$ cat config.mk
export PLATFORM = sky130hd
export DESIGN_NAME = morse_key_decoder
export DESIGN_NICKNAME = d
export VERILOG_FILES = /design/src/rtl/morse_key_decoder.sv
export SDC_FILE = /design/constraint.sdc
export NUM_CORES = 1
export LEC_CHECK = 0
export ABC_CLOCK_PERIOD_IN_PS = 7450
export CAP_MARGIN = 5
export CORE_ASPECT_RATIO = 0.7
export CORE_MARGIN = 2
export CORE_UTILIZATION = 65
export DETAILED_ROUTE_END_ITERATION = 8
export PLACE_DENSITY = 0.84
export SETUP_SLACK_MARGIN = 0.4
export SLEW_MARGIN = 20
export SYNTH_ARGS = -nofsm -noshare
export SYNTH_HDL_FRONTEND = slang
export SYNTH_SLANG_ARGS = --single-unit
$ cat constraint.sdc
create_clock -name clk_lc -period 7.45 [get_ports clk_lc]
set_input_delay 2.235 -clock clk_lc [delete_from_list [all_inputs] [get_ports clk_lc]]
set_output_delay 2.235 -clock clk_lc [all_outputs]
set_load 0.005 [all_outputs]
$ cat src/rtl/morse_key_decoder.sv
`default_nettype none
// ---------------------------------------------------------------------------
// morse_key_decoder : debounced Morse key timer packing dots/dashes into codes.
// Optional word-space pulse built with MORSE_WORD_GAP_EN.  Revision 1.0
// ---------------------------------------------------------------------------
module morse_key_decoder #(
    parameter int DEBOUNCE   = 4,
    parameter int DASH_MIN   = 20,
    parameter int LETTER_GAP = 40,
    parameter int WORD_GAP   = 100,
    parameter int CNT_W      = 16
) (
    input  logic       clk_lc,
    input  logic       rst,
    input  logic       key_in,
    output logic       key_level,
    output logic [4:0] code_out,
    output logic [2:0] len_out,
    output logic       code_valid,
    output logic       overflow,
    output logic       word_space
);
    localparam logic [1:0] S_IDLE  = 2'd0;
    localparam logic [1:0] S_PRESS = 2'd1;
    localparam logic [1:0] S_GAP   = 2'd2;
    localparam logic [1:0] S_DRAIN = 2'd3;

    localparam logic [CNT_W-1:0] CNT_MAX  = '1;
    localparam logic [CNT_W-1:0] DEB_LAST = CNT_W'(DEBOUNCE - 1);
    localparam logic [CNT_W-1:0] DASH_C   = CNT_W'(DASH_MIN);
    localparam logic [CNT_W-1:0] LGAP_C   = CNT_W'(LETTER_GAP);

    logic             sync1_q, sync2_q;
    logic [CNT_W-1:0] deb_cnt_q, deb_cnt_d;
    logic             level_q, level_d, level_prev_q;
    logic [1:0]       state_q, state_d;
    logic [CNT_W-1:0] press_q, press_d, gap_q, gap_d;
    logic [CNT_W-1:0] press_inc, gap_inc;
    logic [4:0]       buf_q, buf_d, code_q, code_d;
    logic [2:0]       len_q, len_d, clen_q, clen_d;
    logic             valid_q, valid_d, ovf_q, ovf_d;
    logic             rise, fall;

`ifdef MORSE_WORD_GAP_EN
    localparam logic [CNT_W-1:0] WGAP_C = CNT_W'(WORD_GAP);
    logic armed_q, armed_d, ws_q, ws_d;
    assign word_space = ws_q;
`else
    logic unused_word_gap;
    assign unused_word_gap = ^WORD_GAP;
    assign word_space      = 1'b0;
`endif

    assign key_level  = level_q;
    assign code_out   = code_q;
    assign len_out    = clen_q;
    assign code_valid = valid_q;
    assign overflow   = ovf_q;

    // Edges are taken from the registered level, so the FSM acts one cycle after key_level moves.
    assign rise      = level_q & ~level_prev_q;
    assign fall      = ~level_q & level_prev_q;
    assign press_inc = (press_q == CNT_MAX) ? press_q : press_q + 1'b1;
    assign gap_inc   = (gap_q == CNT_MAX) ? gap_q : gap_q + 1'b1;

    always_comb begin
        deb_cnt_d = '0;
        level_d   = level_q;
        if (sync2_q != level_q) begin
            if (deb_cnt_q == DEB_LAST) begin
                level_d = sync2_q;
            end else begin
                deb_cnt_d = deb_cnt_q + 1'b1;
            end
        end
    end

    always_comb begin
        state_d = state_q;
        press_d = press_q;
        gap_d   = gap_q;
        buf_d   = buf_q;
        len_d   = len_q;
        code_d  = code_q;
        clen_d  = clen_q;
        valid_d = 1'b0;
        ovf_d   = 1'b0;
`ifdef MORSE_WORD_GAP_EN
        armed_d = armed_q;
        ws_d    = 1'b0;
`endif
        case (state_q)
            S_IDLE: begin
                if (rise) begin
                    state_d = S_PRESS;
                    press_d = {{(CNT_W-1){1'b0}}, 1'b1};
                    gap_d   = '0;
`ifdef MORSE_WORD_GAP_EN
                    armed_d = 1'b0;
                end else if (armed_q) begin
                    gap_d = gap_inc;
                    if (gap_inc == WGAP_C) begin
                        ws_d    = 1'b1;
                        armed_d = 1'b0;
                        gap_d   = '0;
                    end
`endif
                end
            end
            S_PRESS: begin
                press_d = press_inc;
                if (fall) begin
                    press_d = '0;
                    gap_d   = {{(CNT_W-1){1'b0}}, 1'b1};
                    if (len_q == 3'd5) begin
                        ovf_d   = 1'b1;
                        buf_d   = '0;
                        len_d   = '0;
                        state_d = S_DRAIN;
                    end else begin
                        buf_d[len_q] = (press_q >= DASH_C);
                        len_d        = len_q + 1'b1;
                        state_d      = S_GAP;
                    end
                end
            end
            S_GAP: begin
                gap_d = gap_inc;
                if (gap_inc == LGAP_C) begin
                    valid_d = 1'b1;
                    code_d  = buf_q;
                    clen_d  = len_q;
                    buf_d   = '0;
                    len_d   = '0;
                end
                // A rise coinciding with emission still starts a fresh press.
                if (rise) begin
                    state_d = S_PRESS;
                    press_d = {{(CNT_W-1){1'b0}}, 1'b1};
                    gap_d   = '0;
                end else if (gap_inc == LGAP_C) begin
                    state_d = S_IDLE;
`ifdef MORSE_WORD_GAP_EN
                    armed_d = 1'b1;
`else
                    gap_d   = '0;
`endif
                end
            end
            default: begin
                if (level_q) begin
                    gap_d = '0;
                end else if (gap_inc == LGAP_C) begin
                    gap_d   = '0;
                    state_d = S_IDLE;
                end else begin
                    gap_d = gap_inc;
                end
            end
        endcase
    end

    always_ff @(posedge clk_lc or posedge rst) begin
        if (rst) begin
            sync1_q      <= 1'b0;
            sync2_q      <= 1'b0;
            deb_cnt_q    <= '0;
            level_q      <= 1'b0;
            level_prev_q <= 1'b0;
            state_q      <= S_IDLE;
            press_q      <= '0;
            gap_q        <= '0;
            buf_q        <= '0;
            len_q        <= '0;
            code_q       <= '0;
            clen_q       <= '0;
            valid_q      <= 1'b0;
            ovf_q        <= 1'b0;
`ifdef MORSE_WORD_GAP_EN
            armed_q      <= 1'b0;
            ws_q         <= 1'b0;
`endif
        end else begin
            sync1_q      <= key_in;
            sync2_q      <= sync1_q;
            deb_cnt_q    <= deb_cnt_d;
            level_q      <= level_d;
            level_prev_q <= level_q;
            state_q      <= state_d;
            press_q      <= press_d;
            gap_q        <= gap_d;
            buf_q        <= buf_d;
            len_q        <= len_d;
            code_q       <= code_d;
            clen_q       <= clen_d;
            valid_q      <= valid_d;
            ovf_q        <= ovf_d;
`ifdef MORSE_WORD_GAP_EN
            armed_q      <= armed_d;
            ws_q         <= ws_d;
`endif
        end
    end
endmodule
`default_nettype wire

==> results of run 1 <==
==> synth_stat cells (10+ instances only) <==
cell type	n
nor2_1	35
nand3_1	20
nor3_1	16
nand2_1	51
xor2_1	14
inv_1	11
clkbuf_1	11
dfrtp_1	72
or3_1	10
a21oi_1	19
o21ai_0	38
nand4_1	16
==> through the flow <==
step | setup WS, ns | hold WS (ns) | cells
2_1_floorplan | 3.39 | 0.331 | 423
3_3_place_gp | 3.97 | 0.337 | 497
3_5_place_dp | 3.94 | 0.350 | 497
4_1_cts | 3.78 | 0.365 | 513
5_1_grt | 3.72 | 0.375 | 513
6_report | 3.81 | 0.365 | 513
==> area by class of cell <==
type                    instances  area, µm²  share of cell area
repair buffers                 16        153              0.0356
well taps                      75       93.8              0.0219
inverters                      11       41.3             0.00962
flip-flops and latches         72       1800               0.420
clock buffers                  10        138              0.0321
multi-input cells             323       1950               0.454
clock inverters                 6        115              0.0268
==> cells in the final DEF (no fill, tap or decap), types with 3 or more instances in the layout <==
cell             synthesis  final
nor2_1                  35     35
nand4_1                 16     16
clkbuf_8                 0     10
mux2_2                   9      9
nand4_2                  3      3
nor2b_1                  3      3
bufinv_16                0      3
nand2b_1                 3      3
and3_1                   9      9
nand3_1                 20     20
clkdlybuf4s50_1          0     13
dfrtp_1                 72     72
inv_1                   11     10
nor4_1                   7      7
ha_1                     4      4
and2_1                   3      3
o21ai_0                 38     38
a21oi_1                 19     19
o31ai_1                  6      6
and4_1                   3      3
nand2_1                 51     51
or3_1                   10     10
nor3_1                  16     16
xnor2_1                  7      7
o211ai_1                 6      6
a31oi_1                  5      5
buf_4                    1      3
a31o_2                   3      3
xor2_1                  14     14
==> path summary, 6_finish.rpt <==
| kind | start | to | slack [ns] | depth (start not counted) |
|---|---|---|---|---|
| min in group asynchronous | rst | gap_q[8] | 2.49 | 3 |
| worst min-delay path | sync1_q | sync2_q | 0.37 | 0 |
| worst min register to register | sync1_q | sync2_q | 0.37 | 0 |
| worst max-delay path | key_level | key_level | 3.81 | 1 |
| max in group asynchronous | rst | press_q[13] | 4.39 | 3 |
| worst max register to register | gap_q[0] | code_out[3] | 3.93 | 8 |
==> cells by family after synthesis <==
family / count (synthesis)
buf+inv: 28
other cells: 1
compound gates: 98
xor+xnor: 21
simple gates: 189
flops: 72
mux: 10
fa+ha+maj: 4
==> power by group through the flow <==
| stage | Sequential, mW | Combinational [mW] | Clock [mW] |
|---|---|---|---|
| 5_1_grt | 0.525 | 0.366 | 0.411 |
| 6_report | 0.514 | 0.324 | 0.386 |
| 4_1_cts | 0.512 | 0.324 | 0.394 |
| 3_5_place_dp | 0.518 | 0.319 | 0 |
| 2_1_floorplan | 0.477 | 0.270 | 0 |
| 3_3_place_gp | 0.515 | 0.308 | 0 |
==> layer usage <==
| layer | global-route usage | up-vias |
|---|---|---|
| li1 | - | 1562 |
| met1 | 0.383 | 1571 |
| met2 | 0.411 | 96 |
| met3 | 0.0793 | 10 |
| met4 | 0.109 | 0 |
| met5 | 0 | - |
==> state kept, by name, summed over array words and instances, names as in the netlist <==
name          flops
buf_q             5
code_out          5
code_valid        1
deb_cnt_q        16
gap_q            16
key_level         1
len_out           3
len_q             3
level_prev_q      1
overflow          1
press_q          16
state_q           2
sync1_q           1
sync2_q           1
==> results by group, run 1 <==
Clocking
  – Post-CTS Hold Buffers: 0
  – Worst-path clk slew: ~0.080 ns
  – CTS Buf Count: 9
  – Post-CTS setup buffer count: 0
  – TritonCTS clock tree: built
  – Htree depth: 3
  – Longest Clk Path Bufs: 2
  – CTS resizes: 0
  – Root Driver: clkbuf_8
  – Worst-skew pair later-pin latency: roughly 0.35 ns
  – Clk sinks: 72

Logic synthesis
  – Seq/Total Area, Yosys: 0.466
  – Synth Area in Simple Gates: 0.256
  – Asr flop ratio synth: 1.00
  – Synth area leader: dfrtp_1
  – Synth Area in XOR/XNOR: 0.0476
  – EDFF count, synth: 0
  – Synth Warn #: 0
  – Post-Syn Area per Cell: slightly above 9 µm²
  – Syn Nets: 430
  – Largest family of logic cells by synthesized area: simple AND/OR/NAND/NOR gates
  – Top cell type's share of synthesized area: 0.466
  – Syn Inst Count: between 400 and 500
  – Compound-cell area share of the yosys netlist: 0.158
  – Ys flop type: dfrtp_1
  – Synth area leaders: dfrtp_1, nand2_1, o21ai_0, nor2_1, xor2_1
  – Syn Std Cell Area: between 3000 and 4000 µm²
  – Yosys reg bits: 72
  – Mux contribution to synthesized area: 0.0288
  – Library cells used by synthesis: 54
  – Adder-Cell Fraction of Synth Area: 0.0129

Die
  – Top-level I/O count: 15
  – Die Height: about 69 µm
  – Die Wd: around 96 µm
  – Die ar.: between 6000 and 7000 µm²
  – Starting Density: 0.675
  – Core ar.: 5730 µm²
  – Rows: 23

Finish
  – Area grow syn2layout: 11.0%
  – Layout cells sized above 1: 0.0890
  – # diodes: 0
  – Post-route cell area: around 4300 µm²
  – Fin util: 0.749
  – Fill cell count: slightly above 400
  – Final #Nets: 440

Timing
  – Worst Tran Pin Value: 0.891 ns
  – RSZ-0062 raised after global routing: no
  – Relative slew slack: 0.406
  – Final worst path period need: between 3 and 4 ns
  – Fmax: between 0.2 and 0.3 GHz
  – Slew Limit Fails: 0
  – Final Hold Fails: 0
  – Final setup violation count: 0
  – Setup TNS Final: 0 ns
  – Skew final: roughly 0.010 ns
  – Crit share post-route: 0.488

Routing
  – Router iterations before antenna repair: 5
  – Mean routed wirelength per cell: 15.8 µm
  – Total Wirelength: about 8100 µm
  – Routed vias/inst: 6.31
  – Antenna viol nets, final: 0
  – Starting DRT DRC Count: roughly 190
  – Vias: roughly 3,200
  – # DRC: 0
  – Met2 wire length: 3680 µm
  – Metal3 WL: 453 µm
  – WL met1: approximately 4000 µm
  – Top Layer Used: met4

Power
  – Clock power share: 0.316
  – Int Pwr: 0.781 mW
  – VDD IR max: approximately 0.22 mV
  – Net switching power: ~0.44 mW
  – Switch share: 0.362
  – Logic gate share of total power: 0.264
  – Pwr Density: between 200 and 300 nW/µm²
  – Tot Pwr: between 1 and 1.5 mW
  – Seq pwr share: 0.420
  – LEAKAGE: around 1.8 nW

Setup path
  – Critical Path AT: approximately 1.4 ns
  – Worst setup SP type: flop
  – Critical Path End Type: output port
  – Critical path's largest stage delay: approximately 0.56 ns
  – Worst path required time: approximately 5.2 ns
  – CP Cell Sequence: clkdlybuf4s50_1
  – Setup CP Type: flop to output port
  – Buf/Inv on CP: 1
  – CP Max Fanout: 9
  – CP delay by family, top: buffers and inverters
  – CP max stage cell: clkdlybuf4s50_1

Global routing
  – GRT Residual Overflow: 0
  – Largest net degree at the start of global routing: 73
  – Initial antenna violation count: 0
  – First-pass GRT wire length: approximately 14,000 µm
  – Vias in the first global route: approximately 3,000
  – Tot GR Track Use: 0.275

Placed design
  – Gpl congestion: 0.945
  – PortBufs: 13
  – Cell area after placement: ~4000 µm²
  – HPWL after DPL: ~5400 µm

Status
  – Status: completed

Flow run
  – Max Cap Viol: 0

Min path
  – Worst Hold Class: flop to flop
No activity file was read; power rests on OpenSTA's default activity.
==> inputs of run 2 (changes only) <==
Settings changed: ABC_CLOCK_PERIOD_IN_PS 7450 to 3150, CORE_UTILIZATION 65 to 55, PLACE_DENSITY 0.84 to 0.76.
Clock period 7.45 ns to 3.15 ns, I/O delays scaled along.
==> results by group, run 2 (same netlist as run 1, synthesis figures left out) <==
Status
  – Status: completed

Die
  – Top-level I/O count: 15 (unchanged)
  – Rows: 25 (+8.7%)
  – Die ar.: 7720 µm² (+17%)
  – Die Height: 74.1 µm (+8.2%)
  – Die Wd: 104 µm (+8.4%)
  – Core ar.: 6790 µm² (+19%)
  – Starting Density: 0.569 (-0.105)

Placed design
  – Gpl congestion: 0.887 (-6.2%)
  – HPWL after DPL: 5570 µm (+2.9%)
  – PortBufs: 13 (unchanged)
  – Worst slack, placed: 0.0724 ns (-3.87 ns)

Setup path
  – Worst path required time: 3.38 ns (-1.84 ns)
  – Worst setup SP type: flop
  – Critical Path End Type: flop
  – Reg-to-reg critical path startpoint: gap_q[1]
  – Critical path's largest stage delay: 0.40 ns (-0.16 ns)
  – CP Max Fanout: 10 (+1)
  – CP max stage cell: dfrtp_2
  – CP Cell Sequence: ha_4, nand4_1, buf_4, nor4_2, nand3b_1, o21ai_2, nand4_4, nor3_4, buf_12, mux2_2
  – Setup CP Type: flop to flop
  – Critical Path AT: 2.89 ns (+1.49 ns)
  – CP Launch Point: gap_q[1]

Routing
  – Vias: 3,303 (+2.0%)
  – Routed vias/inst: 6.08 (-3.7%)
  – Mean routed wirelength per cell: 15.7 µm (-0.59%)
  – Router iterations before antenna repair: 4 (-1)
  – Total Wirelength: 8540 µm (+5.2%)
  – Antenna viol nets, final: 0 (unchanged)
  – Starting DRT DRC Count: 220 (+19%)
  – # DRC: 0 (unchanged)

Clocking
  – Worst-skew pair later-pin latency: 0.35 ns (about the same)
  – Clk sinks: 72 (unchanged)
  – Post-CTS Hold Buffers: 0 (unchanged)
  – Worst-path clk slew: 0.08 ns (about the same)
  – TritonCTS clock tree: built
  – Longest Clk Path Bufs: 2 (unchanged)
  – Root Driver: clkbuf_8
  – Htree depth: 3 (unchanged)
  – CTS Buf Count: 9 (unchanged)

Global routing
  – GRT Residual Overflow: 0 (unchanged)
  – Initial antenna violation count: 0 (unchanged)
  – Tot GR Track Use: 0.241 (-0.0339)
  – First-pass GRT wire length: 14,800 µm (+7.4%)
  – Vias in the first global route: 3,106 (+3.7%)
  – Largest net degree at the start of global routing: 73 (unchanged)

Finish
  – Commonest non-fill, non-tap cell in the layout: dfrtp_1
  – Final #Nets: 451 (+2.5%)
  – Layout cells sized above 1: 0.160 (+0.0713)
  – Largest regs: deb_cnt_q: 16 flops, gap_q: 16 flops, press_q: 16 flops
  – Area grow syn2layout: 16.4%
  – Leading cell types in the layout, fill and taps excluded: dfrtp_1, nand2_1, o21ai_0
  – # diodes: 0 (unchanged)

Timing
  – Fmax: 0.376 GHz
  – Final setup violation count: 0 (unchanged)
  – Crit share post-route: 0.844
  – Relative slew slack: 0.643 (+0.237)
  – Skew final: 0.00944 ns (-0.00102 ns)
  – Final worst path period need: ~2.7 ns
  – Slew Limit Fails: 0 (unchanged)
  – RSZ-0062 raised after global routing: no
  – Fin worst setup slack: 0.491 ns (-3.32 ns)
  – Setup TNS Final: 0 ns (unchanged)
  – Hold slack: 0.358 ns (-0.00711 ns)
  – Worst Tran Pin Value: 0.531 ns (-0.360 ns)
  – Final Hold Fails: 0 (unchanged)

Power
  – Tot Pwr: 2.86 mW (+130%)
  – Pwr Density: 635 nW/µm² (+120%)
  – VDD IR max: 0.477 mV (+120%)
  – LEAKAGE: 1.85 nW (+2.4%)

Min path
  – Hold path start: sync1_q
  – Worst Hold Class: flop to flop

Flow run
  – Max Cap Viol: 0 (unchanged)
[run 2: cell types whose count changed in the layout (fill, tap and decap cells not counted), sizes merged]
cell | previous run | this run
buf | 3 | 14
clkinvlp | 1 | 4
clkinv | 1 | 0
bufinv | 3 | 2
inv | 12 | 11
[run 2: what timing repair did]
action                     4_1_cts  5_1_grt
buffers inserted                 3        6
setup endpoints to repair       18       17
pin swaps                        2        3
gates cloned                     0        0
resized for setup                6       19
[run 2: cell type report]
cell class | count | area (µm²)
fill | 529 | 2290
clock buffer | 10 | 138
inverter | 11 | 45.0
sequential | 72 | 1820
timing repair buffer | 27 | 260
multi-input combinational | 323 | 2030
tap | 94 | 118
clock inverter | 6 | 91.3
[run 2: per-stage QoR]
step / utilization / cell area (µm²) / std cells
final: 0.663 / 4500 / 543
after global placement: 0.607 / 4120 / 518
after floorplan: - / 3920 / 423
after global routing: 0.663 / 4500 / 543
after detailed placement: 0.607 / 4120 / 518
after CTS: 0.649 / 4410 / 537
[run 2: report_power, final]
| group | leakage [nW] | internal (mW) | switching (mW) |
|---|---|---|---|
| Combinational | 0.783 | 0.292 | 0.513 |
| Sequential | 0.958 | 1.03 | 0.186 |
| Clock | 0.105 | 0.470 | 0.366 |
| Total | 1.85 | 1.79 | 1.07 |
[run 2: path summary, 6_finish.rpt]
path                                to  slack [ns]  cells past startpoint
max                        code_out[4]        0.49                     10
min                            sync2_q        0.36                      0
max reg2reg                code_out[4]        0.49                     10
min reg2reg                    sync2_q        0.36                      0
max in group asynchronous     gap_q[0]        1.77                      3
min in group asynchronous    gap_q[13]        1.03                      3
[run 2: layer usage]
metal / up-vias / wire, µm / global-route usage
met5: - / 0 / 0
met4: 0 / 65 / 0.0676
met3: 8 / 437 / 0.0692
met2: 94 / 3960 / 0.374
met1: 1606 / 4080 / 0.339
li1: 1595 / - / -
[run 2: critical path, delay by kind of cell (launching register included)]
kind,cells,cell delay (ns)
compound gates,1,0.12
fa+ha+maj,1,0.18
buf+inv,2,0.39
flops,1,0.40
mux,1,0.33
simple gates,5,1.12
